[config.mk]
export PLATFORM = sky130hd
export DESIGN_NAME = mem_access_unit
export DESIGN_NICKNAME = d
export VERILOG_FILES = /design/src/rtl/mem_pkg.sv /design/src/rtl/mem_lane_fmt.sv /design/src/rtl/mem_access_unit.sv
export SDC_FILE = /design/constraint.sdc
export NUM_CORES = 1
export LEC_CHECK = 0
export CAP_MARGIN = 10
export CORE_MARGIN = 2
export CORE_UTILIZATION = 60
export CTS_BUF_LIST = sky130_fd_sc_hd__clkbuf_16
export CTS_CLUSTER_SIZE = 20
export DETAILED_ROUTE_END_ITERATION = 12
export DONT_BUFFER_PORTS = 1
export GPL_TIMING_DRIVEN = 0
export PLACE_DENSITY = 0.76
export SYNTH_ARGS = -nofsm -noshare
export SYNTH_HDL_FRONTEND = slang
export SYNTH_SLANG_ARGS = --single-unit
[constraint.sdc]
create_clock -name clk -period 5.6 [get_ports clk]
set_input_delay 1.68 -clock clk [delete_from_list [all_inputs] [get_ports clk]]
set_output_delay 1.68 -clock clk [all_outputs]
set_load 0.005 [all_outputs]
[src/rtl/mem_pkg.sv]
// rtl/mem_pkg.sv - shared encodings and defaults for the data memory access unit
package mem_pkg;

    localparam logic [1:0] SZ_BYTE = 2'b00;
    localparam logic [1:0] SZ_HALF = 2'b01;
    localparam logic [1:0] SZ_WORD = 2'b10;

    localparam int DEF_MEM_BYTES = 64;

    typedef enum logic [2:0] {
        ST_IDLE,
        ST_RD,
        ST_SETUP,
        ST_WR,
        ST_RESP
    } state_t;

endpackage

[src/rtl/mem_lane_fmt.sv]
// rtl/mem_lane_fmt.sv - big-endian lane extract (load) and lane merge (store RMW)
module mem_lane_fmt
    import mem_pkg::*;
(
    input  logic [31:0] i_word,
    input  logic [1:0]  i_offset,
    input  logic [1:0]  i_size,
    input  logic        i_unsigned,
    input  logic [15:0] i_wdata,
    output logic [31:0] o_extract,
    output logic [31:0] o_merge
);

    logic [7:0]  w_byte;
    logic [15:0] w_half;

    always_comb begin
        w_byte    = 8'h00;
        w_half    = i_offset[1] ? i_word[15:0] : i_word[31:16];
        o_extract = i_word;
        o_merge   = i_word;
        case (i_offset)
            2'd0:    w_byte = i_word[31:24];
            2'd1:    w_byte = i_word[23:16];
            2'd2:    w_byte = i_word[15:8];
            default: w_byte = i_word[7:0];
        endcase
        case (i_size)
            SZ_BYTE: begin
                o_extract = {{24{~i_unsigned & w_byte[7]}}, w_byte};
                case (i_offset)
                    2'd0:    o_merge[31:24] = i_wdata[7:0];
                    2'd1:    o_merge[23:16] = i_wdata[7:0];
                    2'd2:    o_merge[15:8]  = i_wdata[7:0];
                    default: o_merge[7:0]   = i_wdata[7:0];
                endcase
            end
            SZ_HALF: begin
                o_extract = {{16{~i_unsigned & w_half[15]}}, w_half};
                if (i_offset[1]) o_merge[15:0]  = i_wdata;
                else             o_merge[31:16] = i_wdata;
            end
            default: begin
                o_extract = i_word;
                o_merge   = i_word;
            end
        endcase
    end

endmodule

[src/rtl/mem_access_unit.sv]
// rtl/mem_access_unit.sv - load/store sequencer with alignment/range checks and sub-word RMW
module mem_access_unit
    import mem_pkg::*;
#(
    parameter int MEM_BYTES = DEF_MEM_BYTES
) (
    input  logic        clk,
    input  logic        rst_n,
    input  logic        req_valid,
    output logic        req_ready,
    input  logic        req_we,
    input  logic [1:0]  req_size,
    input  logic        req_unsigned,
    input  logic [31:0] req_addr,
    input  logic [31:0] req_wdata,
    output logic        resp_valid,
    output logic [31:0] resp_rdata,
    output logic        resp_err,
    output logic [31:0] ram_addr,
    output logic        ram_rw,
    output logic [31:0] ram_wdata,
    input  logic [31:0] ram_rdata
);

    state_t      r_state;
    logic [1:0]  r_off;
    logic [1:0]  r_size;
    logic        r_uns;
    logic        r_we;
    logic [15:0] r_wdata;
    logic        r_resp_valid;
    logic        r_resp_err;
    logic [31:0] r_resp_rdata;
    logic [31:0] r_ram_addr;
    logic        r_ram_rw;
    logic [31:0] r_ram_wdata;

    logic [31:0] w_aligned;
    logic        w_err;
    logic [31:0] w_extract;
    logic [31:0] w_merge;

    assign w_aligned = {req_addr[31:2], 2'b00};
    // Range test done in 33 bits so addresses near 2^32 cannot wrap into range.
    assign w_err = (req_size == 2'b11)
                 | ((req_size == SZ_HALF) & req_addr[0])
                 | ((req_size == SZ_WORD) & (|req_addr[1:0]))
                 | (({1'b0, w_aligned} + 33'd3) >= 33'(MEM_BYTES));

    mem_lane_fmt u_lane_fmt (
        .i_word     (ram_rdata),
        .i_offset   (r_off),
        .i_size     (r_size),
        .i_unsigned (r_uns),
        .i_wdata    (r_wdata),
        .o_extract  (w_extract),
        .o_merge    (w_merge)
    );

    always_ff @(posedge clk or negedge rst_n) begin
        if (!rst_n) begin
            r_state      <= ST_IDLE;
            r_off        <= 2'd0;
            r_size       <= 2'd0;
            r_uns        <= 1'b0;
            r_we         <= 1'b0;
            r_wdata      <= 16'd0;
            r_resp_valid <= 1'b0;
            r_resp_err   <= 1'b0;
            r_resp_rdata <= 32'd0;
            r_ram_addr   <= 32'd0;
            r_ram_rw     <= 1'b0;
            r_ram_wdata  <= 32'd0;
        end else begin
            case (r_state)
                ST_IDLE: begin
                    if (req_valid) begin
                        if (w_err) begin
                            r_resp_err   <= 1'b1;
                            r_resp_rdata <= 32'd0;
                            r_resp_valid <= 1'b1;
                            r_state      <= ST_RESP;
                        end else begin
                            r_ram_addr <= w_aligned;
                            r_off      <= req_addr[1:0];
                            r_size     <= req_size;
                            r_uns      <= req_unsigned;
                            r_we       <= req_we;
                            r_wdata    <= req_wdata[15:0];
                            if (req_we && req_size == SZ_WORD) begin
                                r_ram_wdata <= req_wdata;
                                r_state     <= ST_SETUP;
                            end else begin
                                r_state <= ST_RD;
                            end
                        end
                    end
                end
                ST_RD: begin
                    if (r_we) begin
                        r_ram_wdata <= w_merge;
                        r_state     <= ST_SETUP;
                    end else begin
                        r_resp_rdata <= w_extract;
                        r_resp_err   <= 1'b0;
                        r_resp_valid <= 1'b1;
                        r_state      <= ST_RESP;
                    end
                end
                ST_SETUP: begin
                    r_ram_rw <= 1'b1;
                    r_state  <= ST_WR;
                end
                ST_WR: begin
                    r_ram_rw     <= 1'b0;
                    r_resp_rdata <= 32'd0;
                    r_resp_err   <= 1'b0;
                    r_resp_valid <= 1'b1;
                    r_state      <= ST_RESP;
                end
                ST_RESP: begin
                    r_resp_valid <= 1'b0;
                    r_resp_err   <= 1'b0;
                    r_state      <= ST_IDLE;
                end
                default: r_state <= ST_IDLE;
            endcase
        end
    end

    assign req_ready  = (r_state == ST_IDLE);
    assign resp_valid = r_resp_valid;
    assign resp_err   = r_resp_err;
    assign resp_rdata = r_resp_rdata;
    assign ram_addr   = r_ram_addr;
    assign ram_rw     = r_ram_rw;
    assign ram_wdata  = r_ram_wdata;

endmodule

* Word-level counts from Yosys, hierarchy flattened
Cells that the tools add are included.
** Storage, ports and cells
- Input bits :: 103
- Word-level logic and storage cells :: 87
- Output and inout bits :: 100
- Bits in registers :: 122
** Operators by class
- Mux-type cells :: 31
- Equal/unequal tests :: 16
- Bitwise operators :: 9
- $lt $le $gt $ge :: 1
- Reductions and logical operators :: 17
- Add/subtract/negate cells :: 1
** Operators by type and width (count)
- 2-to-1 mux 32 bit :: 7
- one-hot mux 32 bit (2 select lines) :: 3
- one-hot mux 32 bit (3 select lines) :: 1
- 2-to-1 mux 16 bit :: 3
- adder 32 x 2 -> 33 bit (second input constant) :: 1
- >= comparator 33 x 7 -> 1 bit (second input constant) :: 1
- 2-to-1 mux 8 bit :: 4
- one-hot mux 8 bit (3 select lines) :: 1
- one-hot mux 3 bit (4 select lines) :: 1
- AND reduction 4 bit :: 3
- 2-to-1 mux 3 bit :: 3
- != test 2 bit (second input constant) :: 4
- == test 2 x 1 -> 1 bit (second input constant) :: 3
- == test 2 bit (second input constant) :: 3
- == test 3 x 2 -> 1 bit (second input constant) :: 2
- nonzero test 3 bit :: 2
- AND reduction 5 bit :: 1
- AND 1 bit :: 4
- zero test 2 bit :: 2
- 2-to-1 mux 1 bit :: 4
- != test 2 x 1 -> 1 bit (second input constant) :: 2
- one-hot mux 1 bit (4 select lines) :: 1
- nonzero test 2 bit :: 2
- nonzero test 4 bit :: 1
- other kinds (12) :: 16

* Logic depth before layout (Yosys ltp)
- Word-level depth :: 8
- Mapped depth :: 8
- Mapped depth without buffers :: 6

* By module
A second synthesis with hierarchy kept.
** Unflattened totals
- Cell total of the unflattened synthesis :: 762
- Area total of the unflattened synthesis :: 7732.4 um^2
** Modules (own cells, without submodules)
- mem_access_unit :: area an instance 6108.4 um^2, times used 1, cells an instance 543, seq. area each 3052.9 um^2
- mem_lane_fmt :: area an instance 1624.1 um^2, times used 1, cells an instance 219, seq. area each 0.0 um^2

* Worst setup path before layout
Ideal clock, no wire load.
- Path kind :: input port to flip-flop
- Start point :: input req_addr[29]
- End point :: register r_off[1]
- Library setup time :: 125 ps
- Required time :: 5475 ps
- Arrival :: 3141 ps
- Path slack :: 2334 ps
- Buffers on the path :: 2
- Stages on the path :: 7
- Cells stage by stage :: nor4_1 -> nand4_1 -> nor3_2 -> and3_1 -> buf_4 -> buf_6 -> mux2_2
** Between the ends
- Word-level cells in the longest chain between the ends :: 5
** RTL lines
- start: declaration :: line mem_access_unit.sv:14 : input logic [31:0] req_addr,
- adder 32 x 2 -> 33 bit :: line mem_access_unit.sv:48 : | (({1'b0, w_aligned} + 33'd3) >= 33'(MEM_BYTES));
- >= comparator 33 x 7 -> 1 bit :: line mem_access_unit.sv:48
- bitwise OR 1 bit :: line mem_access_unit.sv:48
- NOT 1 bit (no line)
- AND reduction 3 bit (no line)
- end signal: assignment :: line mem_access_unit.sv:85 : r_off <= req_addr[1:0];
- end: declaration :: line mem_access_unit.sv:26 : logic [1:0] r_off;
No other way between the ends.
A chain may end at the register's enable or synchronous reset.

* Worst setup path after layout
- Start point :: register r_state[2]
- End point :: output req_ready
** Between the ends
- Word-level cells in the longest chain between the ends :: 1
** RTL lines
- start: declaration :: line mem_access_unit.sv:25 : state_t r_state;
- start signal: assignment :: line mem_access_unit.sv:62 : r_state <= ST_IDLE;
- start signal: assignment :: line mem_access_unit.sv:82 : r_state <= ST_RESP;
- start signal: assignment :: line mem_access_unit.sv:92 : r_state <= ST_SETUP;
- zero test 3 bit :: line mem_access_unit.sv:131 : assign req_ready = (r_state == ST_IDLE);
- end: declaration :: line mem_access_unit.sv:10 : output logic req_ready,
No other way between the ends.

==> summary.md <==
| Metric | Value |
|---|---|
| Num CTS Buffers | `17` |
| Worst-path clk slew | `0.06 ns` |
| CP max FO | `10` |
| Status | `finished, final reports clean` |
| Routed vias/inst | `6.59` |
| Xor and xnor area share after synthesis | `0%` |
| CP Launch Type | `flip-flop` |
| Setup WS post-layout | `around 2.4 ns` |
| Synth Area in Adders | `0%` |
| Post-Synth Simple-Gate Area | `approximately an eighth` |
| Count leader, synth | `dfrtp_1` |
| Worst-Skew Late Latency | `about 0.42 ns` |
| Worst VDD drop | `roughly 0.00018 V` |
| CTS root buf | `clkbuf_16` |
| R2r startpoint | `r_off[1]$_DFFE_PN0P_` |
| DR WL/cell | `between 20 and 30 um` |
| First-pass GRT wire length | `around 28 mm` |
| WHS Endpoint | `ram_addr[15]$_DFFE_PN0P_` |
| # hold bufs at CTS | `0` |
| Max-cap violations | `0` |
| Vias in the first global route | `between 4,000 and 5,000` |
| Fill count | `781` |
| Library cells used by synthesis | `51` |
| Post-synthesis mux area share | `16.3%` |
| Die area | `11,100 um^2` |
| Gp weighted congestion | `0.970` |
| # IOs | `203` |
| Synthesized instance count | `roughly 560` |
| Final wirelength | `18.3 mm` |
| Footprint of the multi-input gates | `2810 um^2` |
| PD cells | `approximately 310 nW/um^2` |
| Area grow syn2layout | `12.3%` |
| RSZ-0062 raised after global routing | `false` |
| Area contributors post-synth | `dfrtp_1 (49%), mux2_2 (10%), mux2i_1 (5.3%)` |
| Register Area | `3050 um^2` |
| CP Data Required Time | `around 3.9 ns` |
| Setup Buffers After CTS | `0` |
| Worst min-delay path startpoint | `ram_addr[15]$_DFFE_PN0P_` |
| CP Capture Type | `output port` |
| Commonest cells post-synth | `dfrtp_1 (122), mux2_2 (56), o21ai_0 (42)` |
| # rows | `37` |
| Layout cells sized above 1 | `~20%` |
| H-Tree Depth | `4` |
| Number of gates resized after cts | `0` |
| Post-Syn Area | `around 6000 um^2` |
| Worst Max-Slew Pin Slew | `0.959 ns` |
| Initial Util | `about three fifths` |
| Final setup vio count | `0` |
| Min cycle time layout | `between 3 and 4 ns` |
| Fin. max-slew vios | `0` |
| Synth warn | `0` |
| Worst Hold Class | `reg -> reg` |
| Synthesized area per cell | `11.0 um^2` |
| WHS | `0.528 ns` |
| DRC Markers | `0` |
| Final nets | `between 600 and 700` |
| Port Buf Inserts | `0` |
| Top-area cell type share of the netlist area | `49.4%` |
| Reg2reg end | `resp_rdata[5]$_DFFE_PN0P_` |
| Slew headroom | `35.5%` |
| Inst Count DP | `roughly 700` |
| Flops & latches, synth | `approximately 120` |
| Final ANT Viol Nets | `0` |
| Remaining global-route overflow | `0` |
| Clk_skew | `between 0.006 and 0.007 ns` |
| EDFF count, synth | `0` |
| Sink Count | `between 100 and 150` |
| Reg2Reg Setup Slack | `3.39 ns` |
| Dpl ws | `roughly 2.1 ns` |
| Detailed Routing Iterations Pass 1 | `5` |
| Power, Total | `around 2.2 mW` |
| Dominant synthesized flop cell | `dfrtp_1` |
| Worst r2r path cells | `5` |
| Post-synth ARST share | `between 90% and 100%` |
| Arrival time worst endpoint | `around 1.5 ns` |
| Hpwl dp | `13.4 mm` |
| Total number of vias | `4,814` |
| Sequential fraction of the synthesis area | `around 49%` |
| Initial antenna violation count | `0` |
| Leak | `3.23 nW` |
| Hold depth | `1` |
| TNS Setup | `0 ns` |
| Starting DRT DRC Count | `~550` |
| Fin crit share | `between 50% and 60%` |
| Compound-cell area share of the yosys netlist | `between 10% and 20%` |
| Max Freq | `between 300 and 400 MHz` |
| Cell taking the most area after synthesis | `dfrtp_1` |
| ANT cells | `0` |
| Fin cells | `730` |
| Final Hold Viols | `0` |
| Die width | `between 100 and 150 um` |
| GRT Overall Usage | `roughly a third` |
| Die height | `approximately 110 um` |
| Kind of critical path | `reg -> out` |
| Largest family of logic cells by synthesized area | `compound AO/OA/AOI/OAI gates` |
| Core box area | `between 10,000 and 15,000 um^2` |
| CTS tree | `yes` |
| CTS Buffer Depth | `2` |
| Largest net degree at the start of global routing | `123` |
==> power by group <==
part | internal, mW | leakage [nW] | total (mW) | switching, mW
registers | 0.893 | 1.66 | 0.901 | 0.00832
clock network | 0.663 | 0.280 | 1.10 | 0.432
logic | 0.0519 | 1.29 | 0.154 | 0.102
==> flip-flops by register name (all words and copies together) (netlist names) <==
name and cells:
ram_wdata 32, r_off 2, ram_addr 30, r_wdata 16, r_state 3, resp_valid 1
ram_rw 1, resp_rdata 32, r_size 2, r_we 1, resp_err 1, r_uns 1
==> worst max-delay path: stages, from the launching register on <==
cell     delay (ns)
dfrtp_1        0.37
buf_6          0.13
or3_1          0.43
inv_1          0.15
==> area by class of cell <==
| type | instances | share of cell area (%) |
|---|---|---|
| clock buffers | 17 | 6.13 |
| inverters | 15 | 0.812 |
| well taps | 136 | 2.45 |
| multi-input cells | 381 | 40.6 |
| clock inverters | 15 | 2.33 |
| plain buffers | 44 | 3.70 |
| flip-flops and latches | 122 | 44.0 |
==> metal layers <==
layer,part of all wire [%],up-vias,GRT usage (%)
met4,3.5,0,15.7
li1,-,2097,-
met2,47,292,52.2
met1,39,2367,41.0
met3,11,58,13.1
met5,0,-,0
==> how the worst max path moves through the flow <==
stage / start / end / slack, ns / cells after the start
finish: r_state[2]$_DFFE_PN0N_ / req_ready / 2.43 / 3
global route: req_addr[30] / r_wdata[8]$_DFFE_PN0P_ / 2.36 / 7
CTS: r_state[2]$_DFFE_PN0N_ / req_ready / 2.42 / 3
detailed placement: req_addr[29] / r_we$_DFFE_PN0P_ / 2.09 / 7
global placement: req_addr[30] / r_uns$_DFFE_PN0P_ / 2.11 / 7
floorplan: req_addr[29] / r_off[1]$_DFFE_PN0P_ / 2.33 / 7
==> metrics by stage <==
step                instance area (um^2)  util [%]
detailed placement                  6350      62.6
global placement                    6350      62.6
floorplan                           6180         -
finish                              6940      68.4
global route                        6940      68.4
CTS                                 6940      68.4
==> cell usage in the layout, fill, tap and decap left out, drive strengths merged, types with 11 or more instances in the layout <==
cell type / synthesis / layout
a21oi: 11 / 11
a221oi: 16 / 16
a22o: 24 / 24
buf: 25 / 25
clkbuf: 19 / 36
dfrtp: 122 / 122
inv: 14 / 22
mux2: 58 / 58
mux2i: 33 / 33
nand2: 41 / 41
nand2b: 25 / 25
nor2: 18 / 18
nor2b: 27 / 27
o21ai: 42 / 42
==> cell families after synthesis <==
family / count (synthesis)
buffers and inverters: 59
other: 1
multiplexers: 92
AND/OR/NAND/NOR: 143
flip-flops: 122
AO/OA/AOI/OAI: 144
(Power assumes the default switching activity.)
